[src/rtl/dup_range_arbiter.sv]
// Round-robin share of one range generator between requesters A and B; start sampled at edge T, grant/gen_start during T+1.
// Output stream is a zero-latency pass-through to the owner; owner ready drives gen_ready, non-owner sees valid=0/done=1.
module dup_range_arbiter #(
    parameter int WIDTH = 32
) (
    input  logic                    _clock,
    input  logic                    _reset,

    input  logic                    a_start,
    input  logic signed [WIDTH-1:0] a_base,
    input  logic signed [WIDTH-1:0] a_limit,
    input  logic signed [WIDTH-1:0] a_step,
    input  logic                    a_ready,
    output logic                    a_grant,
    output logic                    a_valid,
    output logic                    a_done,
    output logic signed [WIDTH-1:0] a_0,

    input  logic                    b_start,
    input  logic signed [WIDTH-1:0] b_base,
    input  logic signed [WIDTH-1:0] b_limit,
    input  logic signed [WIDTH-1:0] b_step,
    input  logic                    b_ready,
    output logic                    b_grant,
    output logic                    b_valid,
    output logic                    b_done,
    output logic signed [WIDTH-1:0] b_0,

    output logic                    gen_start,
    output logic signed [WIDTH-1:0] gen_base,
    output logic signed [WIDTH-1:0] gen_limit,
    output logic signed [WIDTH-1:0] gen_step,
    output logic                    gen_ready,
    input  logic                    gen_valid,
    input  logic                    gen_done,
    input  logic signed [WIDTH-1:0] gen_0
);

    typedef enum logic [1:0] {
        IDLE   = 2'd0,
        LAUNCH = 2'd1,
        RUN    = 2'd2
    } state_t;

    state_t                  state_q, state_d;
    logic                    owner_q, owner_d;
    logic                    last_q, last_d;
    logic                    gen_start_q, gen_start_d;
    logic signed [WIDTH-1:0] base_q, base_d;
    logic signed [WIDTH-1:0] limit_q, limit_d;
    logic signed [WIDTH-1:0] step_q, step_d;

    logic pick;
    logic own_ready;
    logic in_launch;
    logic in_run;

    always_ff @(posedge _clock or posedge _reset) begin
        if (_reset) begin
            state_q     <= IDLE;
            owner_q     <= 1'b0;
            last_q      <= 1'b1;
            gen_start_q <= 1'b0;
            base_q      <= '0;
            limit_q     <= '0;
            step_q      <= '0;
        end else begin
            state_q     <= state_d;
            owner_q     <= owner_d;
            last_q      <= last_d;
            gen_start_q <= gen_start_d;
            base_q      <= base_d;
            limit_q     <= limit_d;
            step_q      <= step_d;
        end
    end

    // On a tie the requester that was not served last wins.
    assign pick      = (a_start && b_start) ? ~last_q : b_start;
    assign own_ready = owner_q ? b_ready : a_ready;

    always_comb begin
        state_d     = state_q;
        owner_d     = owner_q;
        last_d      = last_q;
        gen_start_d = 1'b0;
        base_d      = base_q;
        limit_d     = limit_q;
        step_d      = step_q;
        case (state_q)
            IDLE: begin
                if (a_start || b_start) begin
                    owner_d     = pick;
                    base_d      = pick ? b_base  : a_base;
                    limit_d     = pick ? b_limit : a_limit;
                    step_d      = pick ? b_step  : a_step;
                    gen_start_d = 1'b1;
                    state_d     = LAUNCH;
                end
            end
            LAUNCH: begin
                state_d = RUN;
            end
            RUN: begin
                // A value presented alongside done must be accepted before leaving.
                if (gen_done && (!gen_valid || own_ready)) begin
                    state_d = IDLE;
                    last_d  = owner_q;
                end
            end
            default: begin
                state_d = IDLE;
            end
        endcase
    end

    assign in_launch = (state_q == LAUNCH);
    assign in_run    = (state_q == RUN);

    assign gen_start = gen_start_q;
    assign gen_base  = base_q;
    assign gen_limit = limit_q;
    assign gen_step  = step_q;
    assign gen_ready = in_run && own_ready;

    assign a_grant = in_launch && !owner_q;
    assign b_grant = in_launch &&  owner_q;
    assign a_valid = in_run && !owner_q && gen_valid;
    assign b_valid = in_run &&  owner_q && gen_valid;
    assign a_done  = (state_q == IDLE) ||  owner_q || (in_run && gen_done);
    assign b_done  = (state_q == IDLE) || !owner_q || (in_run && gen_done);
    assign a_0     = gen_0;
    assign b_0     = gen_0;

endmodule

[config.mk]
export PLATFORM = sky130hd
export DESIGN_NAME = dup_range_arbiter
export DESIGN_NICKNAME = d
export VERILOG_FILES = /design/src/rtl/dup_range_arbiter.sv
export SDC_FILE = /design/constraint.sdc
export NUM_CORES = 1
export LEC_CHECK = 0
export CORE_AREA = 4 4 151 153
export CTS_CLUSTER_SIZE = 25
export DETAILED_ROUTE_END_ITERATION = 8
export DIE_AREA = 0 0 155 157
export HOLD_SLACK_MARGIN = 0.08
export PLACE_DENSITY = 0.71
export SLEW_MARGIN = 20
export SYNTH_ARGS = -nofsm -noshare
export SYNTH_HDL_FRONTEND = slang
export SYNTH_SLANG_ARGS = --single-unit
[constraint.sdc]
create_clock -name _clock -period 10.8 [get_ports _clock]
set_clock_uncertainty 0.05 [all_clocks]
set_input_delay 3.24 -clock _clock [delete_from_list [all_inputs] [get_ports _clock]]
set_output_delay 3.24 -clock _clock [all_outputs]
set_load 0.03 [all_outputs]
==> results of run 1 <==
## flip-flops by register name, indices dropped and copies added, names as in the netlist
| name | count |
|---|---|
| gen_start | 1 |
| gen_step | 32 |
| last_q | 1 |
| owner_q | 1 |
| gen_base | 32 |
| gen_limit | 32 |
| state_q | 2 |
## how the worst max path moves through the flow
stage / start / endpoint / cells after the start / slack [ns]
after floorplan: gen_valid / a_valid / 2 / 3.55
after global placement: gen_valid / b_valid / 4 / 2.82
after detailed placement: gen_done / b_done / 4 / 2.80
after CTS: gen_done / b_done / 4 / 2.81
after global routing: gen_valid / b_valid / 4 / 2.73
final: gen_done / b_done / 4 / 2.82
## cell type report
class	instances	area, um2
fill	2082	12800
timing repair buffer	307	3060
sequential	101	2530
multi-input combinational	212	2520
tap	280	350
clock buffer	11	243
clock inverter	5	65.1
inverter	4	17.5
## cells in the mapped netlist
library cell	n	share of area
buf_4	66	0.087
nand2b_1	2	0.0022
mux2_2	135	0.27
a211oi_1	1	0.0013
nor2b_1	1	0.0011
buf_6	5	0.0099
nor3_1	3	0.0026
nor2_1	4	0.0026
dfstp_2	1	0.0046
nor3_2	1	0.0018
a21oi_1	1	0.00088
mux2_4	58	0.15
inv_1	4	0.0026
o21ai_0	3	0.0026
mux2i_1	2	0.0035
dfrtp_1	100	0.44
buf_2	14	0.012
a21bo_1	1	0.0018
## power by group
group / switching [W] / internal, W / total [W]
registers: 0.000107 / 0.000577 / 0.000684
clock network: 0.000149 / 0.000189 / 0.000338
logic: 0.000704 / 0.000719 / 0.00142
## per-stage QoR
stage / utilization / worst slack (ns) / cells
4_1_cts: 0.408 / 2.81 / 920
3_5_place_dp: 0.393 / 2.80 / 904
2_1_floorplan: - / 3.55 / 402
3_3_place_gp: 0.393 / 2.82 / 904
5_1_grt: 0.408 / 2.73 / 920
6_report: 0.408 / 2.82 / 920
## critical path, stage by stage
cell,delay [ns]
clkdlybuf4s50_1,0.47
nor2b_1,0.06
o21ai_0,0.21
clkdlybuf4s50_1,0.71
## kinds of logic after synthesis
family / Yosys count / synth area share
muxes: 195 / 0.425
DFF: 101 / 0.446
buffers and inverters: 89 / 0.112
and+or+nand+nor: 11 / 0.0104
AOI/OAI and AO/OA: 6 / 0.00662
## layer usage
layer | vias to the layer above | track usage | share of wire
li1 | 1810 | - | -
met1 | 1803 | 0.128 | 0.37
met2 | 202 | 0.197 | 0.49
met3 | 26 | 0.0511 | 0.11
met4 | 0 | 0.0530 | 0.026
met5 | - | 0 | 0
==> reports/metrics.yaml, run 1 <==
syn_nets: 634
hold_path.class: "reg2reg"
power_w: 0.00245
fmax_ghz: 0.125
grt_overflow: 0
cts.sinks: 101
place_area_mm2: 0.00848
worst_pin_slew_ns: 0.772
io_pins: 400
grt_pass1_vias: 4127
cts_resized: 0
p_leak_nw: 3.59
rows: 54
layout.nets: 867
reg2reg_slack_ns: 8.02
route.detailed.drc: 0
finalHoldViolCount: 0
numCtsBuffers: 9
htreeDepth: 3
finalCritPeriodShare: 0.739
clockBufferDepth: 2
ff2ff_path_depth: 4
rsz0062_at_grt: "false"
post_cts_buffers: 0
cts_root_buf: "clkbuf_16"
setup_viol: 0
hold_ws_ns: 0.455
start_util: 0.263
design_area_mm2: 0.00879
run_status: "complete, no violations"
cp.required_ns: 7.51
grt_max_degree: 54
drive_above_1_share: 0.338
hold_start: "gen_limit[21]$_DFFE_PP0P_"
synth_cell_types: 18
die_w_um: 155
drtPass1Iterations: 3
maxCapViolCount: 0
syn_area_per_cell_um2: 14.1
irDropWorstVdd_uv: 173
grt_usage: 0.117
drt-total-wl_mm: 15.0
period_minus_slack_ns: 7.98
hpwl_mm: 11.6
die_y_um: 157
mostFrequentLayoutCells: "clkdlybuf4s50_1 (303), mux2_2 (135), dfrtp_1 (100)"
dieArea_mm2: 0.0243
slew_violations: 0
holdPathStages: 1
cp_data_arrival_time_ns: 4.69
drtAntennaViolNets: 0
setup_tns_ns: 0
worstReg2RegEnd: "gen_limit[7]$_DFFE_PP0P_"
antenna_found_initial: 0
yosysWarnings: 0
syn_to_final_growth_pct: 54.9
gp_congestion: 0.732
clk_latency_ns: 0.34
mappedNetlistArea_mm2: 0.00567
n_antenna_cell: 0
vias: 3841
syn_inst: 402
clk_pin_slew_ns: 0.07
worstSetupPathType: "in2out"
end_kind: "output pin"
slew_headroom: 0.486
cts_tree: "done"
ys_seq_area_frac: 0.446
synth_seq_cells: 101
routed_via_density: 4.18
portBuffers: 303
postCtsHoldBufs: 0
drtIter0Drc: 75
grt_pass1_wl_mm: 22.5
path_max_fanout: 2
wl_per_cell_um: 16.3
min_to: "gen_limit[21]$_DFFE_PP0P_"
r2r-start: "last_q$_DFFE_PP1P_"
layout_commonest_cell: "clkdlybuf4s50_1"
coreArea_mm2: 0.0216
cp-start-kind: "input port"
pwr_density_cell_mw_per_mm2: 278
(Power assumes the default switching activity.)
==> run 2, diff against run 1 <==
CORE_AREA = 4 4 155 157   (was 4 4 151 153)
DIE_AREA = 0 0 159 161   (was 0 0 155 157)
PLACE_DENSITY = 0.7   (was 0.71)
clock period = 6.7 ns   (was 10.8 ns; I/O delays follow)
==> run 2 against run 1 <==
Total power rose by 61%. Register-to-register slack got worse by 3.4 ns. Cell count rose by 0.43%. Routed wire length fell by 0.66%. Critical endpoint is now a_valid. Highest routed layer unchanged.
==> reports/metrics.yaml, run 2 (synthesis results as in run 1) <==
end_kind: "output pin"
gp_congestion: 0.688
path_common_cell: "clkdlybuf4s50_1"
clk_latency_ns: 0.33
clockBufferDepth: 2
cts_resized: 0
irDropWorstVdd_uv: 191
comb_power_share: 0.582
grt_max_degree: 98
coreArea_mm2: 0.0225
seqPwrFrac: 0.280
n_antenna_cell: 0
routed_via_density: 4.19
setup_viol: 0
slowest_stage: "clkdlybuf4s50_1"
hold_path.class: "reg2reg"
route.detailed.drc: 0
clkPwrFrac: 0.138
wl_per_cell_um: 16.1
n_fill_cell: 2184
wl_met1_mm: 5.58
drtIter0Drc: 102
path_max_fanout: 3
cts.sinks: 101
finalHoldViolCount: 0
rsz0062_at_grt: "false"
grt_overflow: 0
finalCritPeriodShare: 0.827
p_int_w: 0.00240
seq_area_mm2: 0.00253
post_cts_buffers: 0
p_sw_w: 0.00154
grt_usage: 0.113
vias: 3872
worst_pin_slew_ns: 0.881
syn_to_final_growth_pct: 55.2
slew_violations: 0
route.met3.wl_mm: 1.64
fmax_ghz: 0.180
multi_input_comb_area_mm2: 0.00252
p_leak_nw: 3.60
switching_share: 0.390
cp-start-kind: "input port"
drtAntennaViolNets: 0
drtPass1Iterations: 3
hpwl_mm: 11.4
layout_commonest_cell: "clkdlybuf4s50_1"
drt-total-wl_mm: 14.9
worstSetupPathType: "in2out"
period_minus_slack_ns: 5.54
htreeDepth: 3
run_status: "complete, no violations"
dr_wl_met2_mm: 7.42
layout.nets: 867
slowest_delay_ns: 0.72
setup_tns_ns: 0
portBuffers: 303
cp_data_arrival_time_ns: 3.48
mostFrequentLayoutCells: "clkdlybuf4s50_1 (303), mux2_2 (135), dfrtp_1 (100)"
pwr_density_cell_mw_per_mm2: 448
cp.required_ns: 4.64
rows: 55
cts_root_buf: "clkbuf_16"
antenna_found_initial: 0
maxCapViolCount: 0
grt_pass1_vias: 4402
hold_ws_ns: 0.456
cts_tree: "done"
die_w_um: 159
path_cells: "clkdlybuf4s50_1, inv_1, nor3_1, clkdlybuf4s50_1"
slew_headroom: 0.413
grt_pass1_wl_mm: 23.5
start_util: 0.252
io_pins: 400
numCtsBuffers: 9
die_y_um: 161
clk_pin_slew_ns: 0.06
highest_layer: "met4"
postCtsHoldBufs: 0
dieArea_mm2: 0.0256
drive_above_1_share: 0.338
-- run 2: through the flow --
stage / util / total power (W) / cells / setup WS, ns / cell area, um2
2_1_floorplan: - / 0.00258 / 402 / 1.91 / 5670
3_3_place_gp: 0.378 / 0.00342 / 909 / 1.22 / 8500
3_5_place_dp: 0.378 / 0.00344 / 909 / 1.16 / 8500
4_1_cts: 0.391 / 0.00402 / 924 / 1.14 / 8810
5_1_grt: 0.391 / 0.00416 / 924 / 1.11 / 8810
6_report: 0.391 / 0.00394 / 924 / 1.16 / 8810
-- run 2: layer usage --
metal / GRT usage / vias to the layer above
met1: 0.122 / 1838
met5: 0 / -
met3: 0.0566 / 18
met4: 0.0327 / 0
met2: 0.197 / 207
li1: - / 1809
-- run 2: cell type report --
cell class,count,area share
multi-input combinational,212,0.286
sequential,101,0.287
timing repair buffer,307,0.349
tap,285,0.0405
clock inverter,4,0.00639
inverter,4,0.00199
clock buffer,11,0.0287
-- run 2: path summary, 6_finish.rpt --
kind                            slack (ns)  cells past startpoint                     from                         to
worst max-delay path                  1.16                      4                gen_valid                    a_valid
worst min-delay path                  0.46                      1  gen_base[3]$_DFFE_PP0P_    gen_base[3]$_DFFE_PP0P_
worst max register to register        4.66                      3   state_q[0]$_DFFE_PP0P_  gen_limit[17]$_DFFE_PP0P_
worst min register to register        0.46                      1  gen_base[3]$_DFFE_PP0P_    gen_base[3]$_DFFE_PP0P_
max in group asynchronous             3.48                      3                   _reset  gen_limit[27]$_DFFE_PP0P_
min in group asynchronous             2.14                      2                   _reset    gen_step[6]$_DFFE_PP0P_
-- run 2: critical path, delay by kind of cell --
family,cells,cell delay (ns)
simple gates,1,0.20
buf+inv,3,1.28
-- run 2: power groups by stage --
stage	combinational (W)	sequential (W)	clock (W)
after floorplan	0.000881	0.00170	0
after global placement	0.00232	0.00110	0
after detailed placement	0.00233	0.00111	0
after CTS	0.00233	0.00111	0.000577
after global routing	0.00241	0.00115	0.000597
final	0.00230	0.00110	0.000543
==> run 3, diff against run 2 <==
PLACE_DENSITY = 0.68   (was 0.7)
clock period = 5.75 ns   (was 6.7 ns; I/O delays follow)
==> run 3 against run 2 <==
Routed wire length is 3.1% higher. Global-route usage is 0.17 points higher. Highest routed layer is now met5. Hold slack worse by 0.0020 ns. Sequential power is 16% higher. Critical path depth stayed put. Non-clock buffer count is 2 higher. Utilization is 0.089 points higher. Sequential share of layout area is 0.065 points lower. Via count is 1.0% higher. Critical path type unchanged.
==> reports/metrics.yaml, run 3 (synthesis results as in run 1) <==
syn_to_final_growth_pct: 55.6
cts.sinks: 101
cp-start-kind: "input port"
mostFrequentLayoutCells: "clkdlybuf4s50_1 (303), mux2_2 (135), dfrtp_1 (100)"
p_leak_nw: 3.60
gp_congestion: 0.743
io_pins: 400
coreArea_mm2: 0.0225
grt_overflow: 0
slowest_delay_ns: 0.71
slew_headroom: 0.437
path_buf_inv: 3
hpwl_mm: 11.7
setup_viol: 0
path_max_fanout: 3
pwr_density_cell_mw_per_mm2: 521
finalHoldViolCount: 0
cts_root_buf: "clkbuf_16"
slew_violations: 0
grt_max_degree: 52
crit_path_start: "gen_valid"
n_antenna_cell: 0
cts_tree: "done"
die_w_um: 159
drt-total-wl_mm: 15.3
htreeDepth: 3
path_common_cell: "clkdlybuf4s50_1"
clk_pin_slew_ns: 0.07
irDropWorstVdd_uv: 218
layout_commonest_cell: "clkdlybuf4s50_1"
grt_usage: 0.115
dp.cells: 911
postCtsHoldBufs: 0
fmax_ghz: 0.201
maxCapViolCount: 0
drtPass1Iterations: 4
drtAntennaViolNets: 0
period_minus_slack_ns: 4.98
grt_pass1_vias: 4241
worst_pin_slew_ns: 0.841
run_status: "complete, no violations"
end_kind: "output pin"
antenna_found_initial: 1
setup_tns_ns: 0
cp.required_ns: 3.97
finalCritPeriodShare: 0.867
clk_latency_ns: 0.34
start_util: 0.252
cp_num_cells: 4
place_area_mm2: 0.00854
grt_pass1_wl_mm: 23.7
routed_via_density: 4.22
r2r-start: "last_q$_DFFE_PP1P_"
reg2reg_slack_ns: 3.34
wl_per_cell_um: 16.5
layout.nets: 869
slowest_stage: "clkdlybuf4s50_1"
cpLargestDelayFamily: "buffers and inverters"
rsz0062_at_grt: "false"
post_cts_buffers: 0
hold_path.class: "reg2reg"
vias: 3911
pre_cts_slack_ns: 0.772
cp_data_arrival_time_ns: 3.21
drive_above_1_share: 0.339
design_area_mm2: 0.00883
path_cells: "clkdlybuf4s50_1, inv_1, nor3_1, clkdlybuf4s50_1"
n_fill_cell: 2131
numCtsBuffers: 9
clockBufferDepth: 2
portBuffers: 303
endpoint: "a_valid"
rows: 55
power_w: 0.00460
drtIter0Drc: 79
setup_slack_ns: 0.767
dieArea_mm2: 0.0256
worstSetupPathType: "in2out"
ff2ff_path_depth: 4
fin_cells: 926
cts_resized: 0
worstReg2RegEnd: "gen_limit[10]$_DFFE_PP0P_"
route.detailed.drc: 0
die_y_um: 161
run 3: cell types whose count changed in the layout (fill, tap and decap cells not counted), sizes merged:
cell	change
clkinvlp	+1
inv	+1
clkinv	-1
buf	+2
clkbuf	-1
run 3: worst min-delay path by stage:
stage / startpoint / endpoint / slack (ns) / cells past startpoint
after floorplan: state_q[1]$_DFFE_PP0P_ / state_q[0]$_DFFE_PP0P_ / 0.43 / 1
after global placement: gen_base[2]$_DFFE_PP0P_ / gen_base[2]$_DFFE_PP0P_ / 0.44 / 1
after detailed placement: gen_base[3]$_DFFE_PP0P_ / gen_base[3]$_DFFE_PP0P_ / 0.44 / 1
after CTS: gen_limit[30]$_DFFE_PP0P_ / gen_limit[30]$_DFFE_PP0P_ / 0.46 / 1
after global routing: gen_base[25]$_DFFE_PP0P_ / gen_base[25]$_DFFE_PP0P_ / 0.47 / 1
final: gen_limit[7]$_DFFE_PP0P_ / gen_limit[7]$_DFFE_PP0P_ / 0.45 / 1
run 3: layer usage:
metal	track usage	routed length, um	vias to the layer above
met5	0	11	-
met4	0.0383	318	2
met3	0.0615	1720	35
met2	0.197	7580	217
met1	0.121	5700	1845
li1	-	-	1812
run 3: where the power goes:
| part | internal [W] | switching [W] |
|---|---|---|
| Combinational | 0.00137 | 0.00133 |
| Sequential | 0.00108 | 0.000200 |
| Clock | 0.000338 | 0.000276 |
run 3: per-stage QoR:
step,utilization,hold slack (ns)
2_1_floorplan,-,0.429
3_3_place_gp,0.379,0.438
3_5_place_dp,0.379,0.444
4_1_cts,0.392,0.461
5_1_grt,0.392,0.468
6_report,0.392,0.454
run 3: final cells by class:
type	instances	area (um2)	share of cell area
flip-flops and latches	101	2530	0.286
repair buffers	309	3120	0.353
clock inverters	5	60.1	0.00680
clock buffers	10	229	0.0259
well taps	285	357	0.0404
multi-input cells	212	2520	0.285
inverters	4	17.5	0.00198
run 3: worst reg2reg max path, delay by kind of cell, from the launching register on:
| family | cells | cell delay [ns] |
|---|---|---|
| AO/OA/AOI/OAI | 1 | 0.62 |
| buffers and inverters | 1 | 0.39 |
| flip-flops | 1 | 0.54 |
| multiplexers | 2 | 0.70 |
==> patch 1: new RTL, flow settings as in run 2 <==
Register the input `a_limit` before use. The logic sees it one clock later. The other inputs are not delayed to match.
--- a/src/rtl/dup_range_arbiter.sv
+++ b/src/rtl/dup_range_arbiter.sv
@@ -42,4 +42,10 @@
         RUN    = 2'd2
     } state_t;
+
+    logic signed [WIDTH-1:0] a_limit_q;
+
+    always_ff @(posedge _clock) begin
+        a_limit_q <= a_limit;
+    end
 
     state_t                  state_q, state_d;
@@ -93,5 +99,5 @@
                     owner_d     = pick;
                     base_d      = pick ? b_base  : a_base;
-                    limit_d     = pick ? b_limit : a_limit;
+                    limit_d     = pick ? b_limit : a_limit_q;
                     step_d      = pick ? b_step  : a_step;
                     gen_start_d = 1'b1;
Behaviour: not the same (a bounded check fails within 4 cycles, from zero or initial values and one cycle with _reset high).
==> patch 1 against run 2 <==
Via count grew 7.8%; synthesized area increased by 11%; sequential cell count is 32 higher; setup slack worse by 23 ps; power grew 16%; cell area rose by 10%; routed wire length grew 19%; fmax decreased by 0.41%; critical endpoint is now b_done; largest power group unchanged; highest routed layer unchanged.
==> patch 1: results (changes against run 2) <==
- complete, no violations — run status
- 972 — non-filler cells, final, +5.2%
- 666 — syn_nets, +5.0%
- 4760 — vias in the first global route, +8.1%
- 17 — number of buffers inserted during clock tree synthesis, +8
- 410 ps — latest clock arrival within the worst-skew pair, +80 ps
- 2098 — count of fill cells added during filler insertion, -3.9%
- last_q$_DFFE_PP1P_ — reg-to-reg startpoint
- 0.7594 — async set-or-reset flop fraction in the synthesized netlist, -0.2406
- 4 — H-tree depth, +1
- 0.0005431 V — worst-case vdd ir drop, +180%
- 133 — num sequential, +32%
- 12970 um — DP Wirelength, +14%
- 4290 ps — r2r setup slk, -370 ps
- 0.2595 — proportion of cell area occupied by multi-input gates, -0.02665
- 4.001 nW — leakage dissipation, +11%
- 940 — placed instance count, +3.4%
- 96 — pin count of the biggest net entering global routing, -2.0%
- 116 — DRC marker count from the first detailed-route iteration, +14%
- 906 — number of nets in the finished design, +4.5%
- 0.3819 — fraction of synthesized area in multiplexers, -0.04312
- b_done — Critical path destination
- 4 — worst r2r path cells, +1
- 0.2806 — Starting Density, +0.02847
- 0.3263 — share of the final layout cell area in sequential cells, +0.03922
- 0.3377 — ratio of cells with drive above 1 in the final layout, about the same
- 27230 um — wire length of the first global-routing pass, +16%
- 18 — count of clock-net buffers in the final layout, +7
- 0.05849 — clock-cell share of area, +0.02340
- 0.3172 — signal buffers share of area, -0.03201
- 3500 ps — Arr. time, crit path, +20 ps
- 18.20 um — average wire per cell in the routed design, +13%
- 1105 ps — minimum setup slack after placement, -53.53 ps
- 19 — Distinct cells, synth, +1
- 306 — number of ordinary and repair buffers in the finished layout, -0.33%
[patch 1: changes by cell type after synthesis]
| cell | run 2 | this run |
|---|---|---|
| sky130_fd_sc_hd__dfxtp_1 | 0 | 32 |
[patch 1: routing by layer]
metal,global-route usage,part of all wire,vias up
li1,-,-,1929
met1,0.1491,0.38,2002
met2,0.2309,0.49,196
met3,0.06328,0.096,46
met4,0.05286,0.026,0
met5,0,0,-
[patch 1: critical path: stages]
cell	delay [ps]
sky130_fd_sc_hd__clkdlybuf4s50_1	510
sky130_fd_sc_hd__nor2b_1	70
sky130_fd_sc_hd__o21ai_0	160
sky130_fd_sc_hd__clkdlybuf4s50_1	750
[patch 1: metrics by stage]
stage | hold slack, ps | cell area (um^2)
finish | 454.5 | 9712
global route | 473.3 | 9712
CTS | 458.6 | 9712
detailed placement | 440.9 | 9144
global placement | 439.8 | 9144
floorplan | 429.1 | 6314
[patch 1: worst min path at each step]
| stage | start | endpoint | slack [ps] | depth (start not counted) |
|---|---|---|---|---|
| final | gen_step[23]$_DFFE_PP0P_ | gen_step[23]$_DFFE_PP0P_ | 450 | 1 |
| after global routing | gen_step[0]$_DFFE_PP0P_ | gen_step[0]$_DFFE_PP0P_ | 470 | 1 |
| after CTS | gen_step[22]$_DFFE_PP0P_ | gen_step[22]$_DFFE_PP0P_ | 460 | 1 |
| after detailed placement | gen_limit[26]$_DFFE_PP0P_ | gen_limit[26]$_DFFE_PP0P_ | 440 | 1 |
| after global placement | gen_base[20]$_DFFE_PP0P_ | gen_base[20]$_DFFE_PP0P_ | 440 | 1 |
| after floorplan | state_q[1]$_DFFE_PP0P_ | state_q[0]$_DFFE_PP0P_ | 430 | 1 |
[patch 1: power breakdown]
part	leakage (nW)	switching, mW	internal, mW
logic	2.26	1.17	1.16
registers	1.45	0.177	1.13
clock network	0.287	0.405	0.504
==> patch 2: new RTL, settings of run 2 <==
Without the edit above. The parameter `WIDTH` goes from 32 to 16.
--- a/src/rtl/dup_range_arbiter.sv
+++ b/src/rtl/dup_range_arbiter.sv
@@ -2,5 +2,5 @@
 // Output stream is a zero-latency pass-through to the owner; owner ready drives gen_ready, non-owner sees valid=0/done=1.
 module dup_range_arbiter #(
-    parameter int WIDTH = 32
+    parameter int WIDTH = 16
 ) (
     input  logic                    _clock,
Interface: changed (12 resized); port bits go from 400 to 208. The function was not compared with the original's and may differ.
==> patch 2 against run 2 <==
Power down 48%; critical path depth unchanged; synthesized area down 49%; setup slack worse by 11 ps; clock power down 47%; critical endpoint unchanged; count of clock-buffer cells in the layout down 4; sequential cell count down 48; routed wire length down 49%; cell area down 46%; sequential share of layout area down 0.76 points.
==> patch 2: results (changes against run 2) <==
- 0.4013 — fraction of synthesized area in multiplexers, -0.02372
- 3.330 — detailed-route vias per instance, -21%
- 0.140 — Clk network pwr share, +0.002
- 0 — number of inserted diodes, unchanged
- 159 — PortBufs, -48%
- 0 — Post-DRT Antenna Nets, unchanged
- 0.01588 — compound-gate portion of the synthesized area, +0.009263
- 335 — syn_nets, -47%
- 5600 um — DP Wirelength, -51%
- 12.10 um — average wire per cell in the routed design, -25%
- 0 — initial antenna violation count, unchanged
- 0.4554 — sequential-to-total area share from yosys stat, +0.009622
- 2971 um — wl on met1, -47%
- 5 — number of buffers inserted during clock tree synthesis, -4
- 79 x sky130_fd_sc_hd__mux2_2, 52 x sky130_fd_sc_hd__dfrtp_1, 32 x sky130_fd_sc_hd__buf_4 — leading post-synthesis cells by instance count
- gen_step[3]$_DFFE_PP0P_ — Hold Startpoint
- 0.6910 — Final GP Congestion, +0.51%
- 0.0001567 V — worst-case vdd ir drop, -18%
- 300 ps — latest clock arrival within the worst-skew pair, -30 ps
- 628 — non-filler cells, final, -32%
- gen_step[3]$_DFFE_PP0P_ — Worst Hold Path EP
- 0.5178 — worst-case headroom to the max-slew limit, +0.1052
- met4 — highest routing layer actually used
- 3591 um — detailed route wirelength on metal2, -52%
- 4 — length of the first detailed-routing pass in iterations, +1
- 2 — H-tree depth, -1
- 4370 ps — r2r setup slk, -290 ps
- 1.844 nW — leakage dissipation, -49%
- 11560 um — wire length of the first global-routing pass, -51%
- 2392 — count of fill cells added during filler insertion, +9.5%
- 55 — DRC marker count from the first detailed-route iteration, -46%
- 462 — number of nets in the finished design, -47%
- 0.3265 — ratio of cells with drive above 1 in the final layout, -0.01150
- 0.575 — combinational fraction of design power, -0.007
- 3 — maximum fanout count along the critical path, unchanged
- 3490 ps — Arr. time, crit path, about the same
- 4 — worst r2r path cells, +1
- last_q$_DFFE_PP1P_ — reg-to-reg startpoint
- 620 — placed instance count, -32%
- complete, no violations — run status
- 2169 — vias in the first global route, -51%
- 0.004588 mm^2 — instance area at placement, -46%
- 54 — pin count of the biggest net entering global routing, -45%
- gen_limit[5]$_DFFE_PP0P_ — endpoint of the worst-slack reg-to-reg timing path
- 13.56 um^2 — Synth Area per Inst, -3.9%
- 0.05675 — GRT Overall Usage, -0.05655
- sky130_fd_sc_hd__dfrtp_1 45%, sky130_fd_sc_hd__mux2_2 31%, sky130_fd_sc_hd__mux2_4 9.3% — cell types with the largest area share after synthesis
## patch 2: cell types whose count changed after synthesis, sizes merged
| cell | run 2 | this run |
|---|---|---|
| buf | 85 | 42 |
| dfrtp | 100 | 52 |
| mux2 | 193 | 97 |
| mux2i | 2 | 1 |
| o32ai | 0 | 1 |
## patch 2: layout make-up
class	instances	area (um^2)	area share
Multi-Input combinational cell	116	1275	0.2684
Sequential cell	53	1328	0.2795
Clock buffer	7	152.6	0.03214
Clock inverter	1	8.758	0.001844
Inverter	4	15.01	0.003161
Tap cell	285	356.6	0.07508
Timing Repair Buffer	162	1614	0.3398
## patch 2: how the worst max path moves through the flow
| stage | start | end | slack [ps] | cells after the start |
|---|---|---|---|---|
| after CTS | gen_valid | a_valid | 1160 | 4 |
| after detailed placement | gen_valid | a_valid | 1160 | 4 |
| final | gen_valid | a_valid | 1150 | 4 |
| after floorplan | gen_valid | a_valid | 1910 | 2 |
| after global placement | gen_valid | b_valid | 1220 | 4 |
| after global routing | gen_valid | a_valid | 1110 | 4 |
## patch 2: per-stage QoR
| step | power (mW) | setup WS (ps) | utilization | hold WS, ps |
|---|---|---|---|---|
| after global routing | 2.165 | 1108 | 0.2111 | 476.2 |
| after floorplan | 1.333 | 1911 | - | 430.4 |
| after CTS | 2.093 | 1162 | 0.2111 | 461.8 |
| after global placement | 1.775 | 1222 | 0.2039 | 438.0 |
| after detailed placement | 1.784 | 1164 | 0.2039 | 442.8 |
| final | 2.046 | 1147 | 0.2111 | 456.0 |
## patch 2: routing by layer
metal	GRT usage	vias up
li1	-	973
met1	0.05962	997
met2	0.09522	107
met3	0.03190	14
met4	0.02170	0
met5	0	-
## patch 2: worst max-delay path: cells and delay by family
family	cells	cell delay (ps)
buffers and inverters	3	1290
AND/OR/NAND/NOR	1	190
